## src/rtl/ras_stack.sv

```systemverilog
// Return address stack for the fetch predictor.
// Fetch pushes link targets on predicted calls and pops return targets on
// predicted returns. The backend can restore the TOS index and count after a
// mispredict; stack contents themselves are never rolled back.
module ras_stack #(
    parameter int RAS_ENTRIES      = 8,
    parameter int RAS_INDEX_WIDTH  = $clog2(RAS_ENTRIES),
    parameter int RAS_TARGET_WIDTH = 31
) (
    input  logic                        CLK,
    input  logic                        RST,
    input  logic                        ras_link_valid,
    input  logic [RAS_TARGET_WIDTH-1:0] ras_link_pc,
    input  logic                        ras_ret_valid,
    output logic [RAS_TARGET_WIDTH-1:0] ras_ret_pc,
    output logic                        ras_empty,
    output logic [RAS_INDEX_WIDTH-1:0]  ras_index,
    output logic [RAS_INDEX_WIDTH:0]    ras_count,
    input  logic                        update_valid,
    input  logic [RAS_INDEX_WIDTH-1:0]  update_ras_index,
    input  logic [RAS_INDEX_WIDTH:0]    update_ras_count
);

    localparam int CW = RAS_INDEX_WIDTH + 1;
    localparam logic [CW-1:0] FULL_COUNT = CW'(RAS_ENTRIES);

    // One operation is selected per cycle; reset is applied in the registers.
    typedef enum logic [2:0] {
        OP_HOLD,
        OP_RESTORE,
        OP_PUSH,
        OP_POP,
        OP_REPLACE
    } op_e;

    logic [RAS_TARGET_WIDTH-1:0] entry_q [RAS_ENTRIES];
    logic [RAS_INDEX_WIDTH-1:0]  index_q, index_d;
    logic [CW-1:0]               count_q, count_d;
    op_e                         op;
    logic                        wr_en;
    logic [RAS_INDEX_WIDTH-1:0]  wr_idx;
    logic [RAS_TARGET_WIDTH-1:0] wr_data;
    logic                        stack_nonempty;

    assign stack_nonempty = (count_q != '0);

    // Decode the request mix into a single operation, restore winning.
    always_comb begin
        // NOTE: every combinational output gets a default first so no path
        // leaves it unassigned, which would otherwise infer a latch.
        op = OP_HOLD;
        if (update_valid) begin
            op = OP_RESTORE;
        end else if (ras_link_valid && ras_ret_valid) begin
            // Return-then-call replaces TOS in place; on an empty stack
            // there is nothing to return from, so it degrades to a push.
            op = stack_nonempty ? OP_REPLACE : OP_PUSH;
        end else if (ras_link_valid) begin
            op = OP_PUSH;
        end else if (ras_ret_valid && stack_nonempty) begin
            op = OP_POP;
        end
    end

    // Next pointer/count and the single entry write port for the chosen op.
    always_comb begin
        index_d = index_q;
        count_d = count_q;
        wr_en   = 1'b0;
        wr_idx  = index_q;
        wr_data = ras_link_pc;
        case (op)
            OP_RESTORE: begin
                index_d = update_ras_index;
                count_d = (update_ras_count > FULL_COUNT) ? FULL_COUNT
                                                          : update_ras_count;
            end
            OP_PUSH: begin
                // Index wraps naturally; when full the oldest entry is
                // overwritten and the count stays saturated.
                index_d = index_q + 1'b1;
                count_d = (count_q == FULL_COUNT) ? count_q : count_q + 1'b1;
                wr_en   = 1'b1;
                wr_idx  = index_q + 1'b1;
            end
            OP_POP: begin
                index_d = index_q - 1'b1;
                count_d = count_q - 1'b1;
            end
            OP_REPLACE: begin
                wr_en  = 1'b1;
                wr_idx = index_q;
            end
            default: ;
        endcase
    end

    // Pointer and count registers with synchronous reset.
    always_ff @(posedge CLK) begin
        // NOTE: sequential state uses non-blocking assignments so every
        // register samples pre-edge values regardless of statement order.
        if (RST) begin
            index_q <= '0;
            count_q <= '0;
        end else begin
            index_q <= index_d;
            count_q <= count_d;
        end
    end

    // Entry storage; cleared on reset so ras_ret_pc reads zero afterwards.
    always_ff @(posedge CLK) begin
        // NOTE: resetting the array forces it into flops rather than a RAM
        // macro; acceptable here because the stack is small and a defined
        // post-reset read value is wanted.
        if (RST) begin
            for (int i = 0; i < RAS_ENTRIES; i++) begin
                entry_q[i] <= '0;
            end
        end else if (wr_en) begin
            entry_q[wr_idx] <= wr_data;
        end
    end

    // Zero-latency TOS read and checkpoint outputs.
    assign ras_ret_pc = entry_q[index_q];
    assign ras_empty  = !stack_nonempty;
    assign ras_index  = index_q;
    assign ras_count  = count_q;

endmodule

```

## config.mk

```make
export PLATFORM = sky130hd
export DESIGN_NAME = ras_stack
export DESIGN_NICKNAME = d
export VERILOG_FILES = /design/src/rtl/ras_stack.sv
export SDC_FILE = /design/constraint.sdc
export NUM_CORES = 1
export LEC_CHECK = 0
export ABC_AREA = 1
export BUFFER_PORTS_ARGS = -buffer_cell sky130_fd_sc_hd__buf_2
export CORE_MARGIN = 2
export CORE_UTILIZATION = 40
export DETAILED_ROUTE_END_ITERATION = 10
export PLACE_DENSITY = 0.68
export SYNTH_ARGS = -nofsm -noshare
export SYNTH_HDL_FRONTEND = slang
export SYNTH_SLANG_ARGS = --single-unit
```

## constraint.sdc

```tcl
create_clock -name CLK -period 4.6 [get_ports CLK]
set_clock_uncertainty 0.1 [all_clocks]
set_input_delay 0.46 -clock CLK [delete_from_list [all_inputs] [get_ports CLK]]
set_output_delay 0.46 -clock CLK [all_outputs]
set_load 0.1 [all_outputs]
```

==> run summary <==
Registers are responsible for approximately 45% of the overall power. The share of final-layout standard cells stronger than drive strength 1 is roughly 14%. IR analysis of the VDD net gives a maximum drop of 0.256 mV. The area growth from synthesis to layout came out at 13.0%. Setup total negative slack on the finished layout was measured at 0 ns. The flow ran to the end, and the final reports show no timing, DRC or antenna violations. The switching share of total power came out at ~34%. The largest net degree at the start of global routing is 67. The synthesized area per cell is 10.2 um^2. Across the run, the number of max-cap violations was 0.

The worst hold path belongs to the class in2reg. The detailed-route vias per instance came out at 5.20. The number of remaining DRC errors came out at 0. The count of antenna diodes in the layout came out at 0.

The post-synth net total is roughly 1200. In the synthesized netlist the async set-or-reset flop fraction comes to 0%. Counting along the longest clock path gives a buffer depth of 3. After detailed routing, the total wire length is 28.3 mm. TritonCTS built the clock tree. For this run, the leading register cell type out of synthesis is sky130_fd_sc_hd__edfxtp_1. The number of distinct library cells after synthesis is 26.

STA classifies the critical path startpoint as a register. The number of pins with negative max-slew slack in the final report came to 0. The net count of the finished layout came out at 1251. The Yosys step of the flow raised 0 warnings.

The required arrival time at the worst endpoint came out at 4.04 ns. The maximum fanout along the worst path is between 50 and 60. The maximum clock rate came out at between 200 and 300 MHz. The routability-driven placement congestion ratio came out at just over 0.8.

The minimum setup slack among reg-to-reg paths came out at 1.38 ns. The initial standard-cell utilization of the core is 40.6%. The type of element capturing the critical path is an output pin. The post-CTS clock slew at the launch and capture registers of the worst setup and hold paths is roughly 0.060 ns. Summing the sequential cell areas from Yosys gives between 60% and 70% of the chip area. The tree built by TritonCTS fans out to about 260 sinks. Headroom to the max-slew limit came out at 41.2%. The number of enable-type register cells in the synthesized netlist came out at 248. The portion of total power attributed to the clock network came out at about 33%. The number of cells upsized or downsized after cts came out at 0. The via total after detailed routing is 8363. The filler cells instantiated in the layout total between 2000 and 3000. The overall power of the completed layout is ~0.0061 W. The boundary pin count came out at 82. The detailed router finished its first iteration with around 910 violations. The total of buffers placed on input and output ports is slightly above 80.

The width of the die is approximately 170 um. The die area is between 30000 and 40000 um^2. The final hold violation count is 0.

The power per cell area is between 400 and 500 nW/um^2. The first detailed-routing pass ran for 5 iterations. The root buffer cell is sky130_fd_sc_hd__clkbuf_16. The post-route fraction of the period consumed by the critical path came out at between 70% and 80%. The total number of placement rows is 62. Setup violations remaining at the end of the flow were counted as 0. The final global-route overflow total came out at 0.

The number of antenna violations at the first check in global routing came out at 0. The clock latency on the worst-skew pair came out at roughly 0.53 ns. The combinational power share came out at around 22%. Once detail routing completed, the nets flagged for antenna violations numbered 0. The total global-route track usage came out at between 10% and 20%. The region available for standard cell placement spans about 29000 um^2. The internal portion of the total power is between 0.004 and 0.005 W. The average wire per cell in the routed design is 17.6 um. In this run the static leakage power is ~5.3 nW. The register bit count reported by yosys came out at ~260. The first global-routing pass estimated approximately 45 mm of wire. The setup path with the least slack is of type reg2out. The overall die height is 174 um. Detailed placement ended at an HPWL of 16.8 mm.

The actual transition at the worst max-transition pin is ~0.88 ns. Setup repair after global routing left no endpoint under its margin. The via count of the first global-routing pass is between 8000 and 9000. The H-tree level count came out at 1. The analysis attributes to net switching a power of around 0.0021 W. The number of buffers created by CTS came out at 27. The minimum clock period after layout came out at around 3.7 ns. After synthesis the cells add up to ~12000 um^2.

Synthesis handed over a netlist of about 1100 instances. The arrival time of data at the critical path endpoint is approximately 3.1 ns.
per-layer routing:
layer | routed length, um | track usage, %
met5 | 0 | 0
met4 | 716 | 5.80
met3 | 1880 | 2.91
met2 | 13600 | 31.6
met1 | 12200 | 24.7
layout make-up:
class	instances	area (um^2)	area share, %
Sequential cell	258	7650	58.2
Tap cell	384	480	3.66
Clock inverter	13	73.8	0.562
Inverter	57	215	1.64
Clock buffer	37	743	5.66
Multi-Input combinational cell	754	3350	25.5
Timing Repair Buffer	106	621	4.72
placed cells by master, fill, tap and decap left out, types with 3 or more instances in the layout:
cell type / count
sky130_fd_sc_hd__nor2_1: 471
sky130_fd_sc_hd__edfxtp_1: 248
sky130_fd_sc_hd__o21ai_0: 130
sky130_fd_sc_hd__buf_2: 81
sky130_fd_sc_hd__inv_1: 52
sky130_fd_sc_hd__nand2_1: 40
sky130_fd_sc_hd__a31oi_1: 33
sky130_fd_sc_hd__o22ai_1: 31
sky130_fd_sc_hd__clkbuf_16: 27
sky130_fd_sc_hd__buf_4: 22
sky130_fd_sc_hd__nand3_1: 10
sky130_fd_sc_hd__a21oi_1: 10
sky130_fd_sc_hd__clkinv_2: 8
sky130_fd_sc_hd__dfxtp_1: 8
sky130_fd_sc_hd__clkbuf_1: 7
sky130_fd_sc_hd__nand2_4: 5
sky130_fd_sc_hd__nor2_2: 5
sky130_fd_sc_hd__nor2_4: 4
sky130_fd_sc_hd__inv_2: 4
sky130_fd_sc_hd__ha_1: 4
sky130_fd_sc_hd__nand2_2: 3
sky130_fd_sc_hd__clkbuf_8: 3
sky130_fd_sc_hd__clkinv_1: 3
power groups by stage:
stage | clock (W) | combinational [W] | sequential [W]
2_1_floorplan | 0 | 0.00104 | 0.00283
3_3_place_gp | 0 | 0.00136 | 0.00279
3_5_place_dp | 0 | 0.00137 | 0.00279
4_1_cts | 0.00203 | 0.00138 | 0.00274
5_1_grt | 0.00213 | 0.00147 | 0.00275
6_report | 0.00202 | 0.00138 | 0.00274
Yosys cell counts (5+ instances only):
library cell               count  area share [%]
sky130_fd_sc_hd__nor2_1      471              15
sky130_fd_sc_hd__a21oi_1      10            0.43
sky130_fd_sc_hd__buf_6        18             1.7
sky130_fd_sc_hd__nand2_1      40             1.3
sky130_fd_sc_hd__edfxtp_1    248              64
sky130_fd_sc_hd__nor2_2        5            0.27
sky130_fd_sc_hd__dfxtp_1      10             1.7
sky130_fd_sc_hd__nand2_4       5            0.48
sky130_fd_sc_hd__buf_2         8            0.34
sky130_fd_sc_hd__clkbuf_1     42             1.4
sky130_fd_sc_hd__o22ai_1      31             1.7
sky130_fd_sc_hd__a31oi_1      33             1.8
sky130_fd_sc_hd__nand3_1      10            0.43
sky130_fd_sc_hd__o21ai_0     130             5.6
sky130_fd_sc_hd__inv_1        53             1.7
sequential cells by signal (all words and copies together), names as in the netlist, named ones only:
name       flops
ras_count      4
ras_index      3
entry_q      248
critical path, stage by stage (launching register included):
cell                       delay, ns
sky130_fd_sc_hd__dfxtp_4        0.56
sky130_fd_sc_hd__clkinv_2       0.65
sky130_fd_sc_hd__buf_4          0.47
sky130_fd_sc_hd__o21ai_0        0.17
sky130_fd_sc_hd__o22ai_1        0.08
sky130_fd_sc_hd__nor2_1         0.10
sky130_fd_sc_hd__a31oi_1        0.10
sky130_fd_sc_hd__buf_2          0.38
kinds of logic (layout without fill, tap and decap cells):
| kind of cell | count (synthesis) | after routing | synth area share, % |
|---|---|---|---|
| simple gates | 543 | 543 | 18.6 |
| flops | 258 | 258 | 65.8 |
| compound gates | 207 | 207 | 9.82 |
| buf+inv | 128 | 213 | 5.38 |
| fa+ha+maj | 4 | 4 | 0.430 |
final timing paths:
| path | from | end | cells past startpoint |
|---|---|---|---|
| max reg2reg | ras_count[0]$_SDFFE_PP0P_ | entry_q[4][2]$_SDFFCE_PN0P_ | 11 |
| min | update_ras_count[1] | ras_count[1]$_SDFFE_PP0P_ | 3 |
| min reg2reg | ras_count[3]$_SDFFE_PP0P_ | ras_count[3]$_SDFFE_PP0P_ | 2 |
| max | register | ras_ret_pc[20] | 7 |
what timing repair did:
action | 4_1_cts | 5_1_grt
hold endpoints to repair | 1 | 0
setup buffers | 0 | 0
hold buffers | 1 | 0
metrics by stage:
step / std cells / hold slack [ns] / cell area (um^2) / utilization (%) / setup WS, ns
after detailed placement: 1558 / 0.427 / 12300 / 43.0 / 1.30
after global routing: 1609 / 0.0715 / 13100 / 45.9 / 0.761
after CTS: 1609 / 0.0587 / 13100 / 45.9 / 0.943
after global placement: 1558 / 0.421 / 12300 / 43.0 / 1.40
after floorplan: 1140 / 0.429 / 11600 / - / 1.00
final: 1609 / 0.0806 / 13100 / 45.9 / 0.943
No activity file was read; power rests on OpenSTA's default activity.
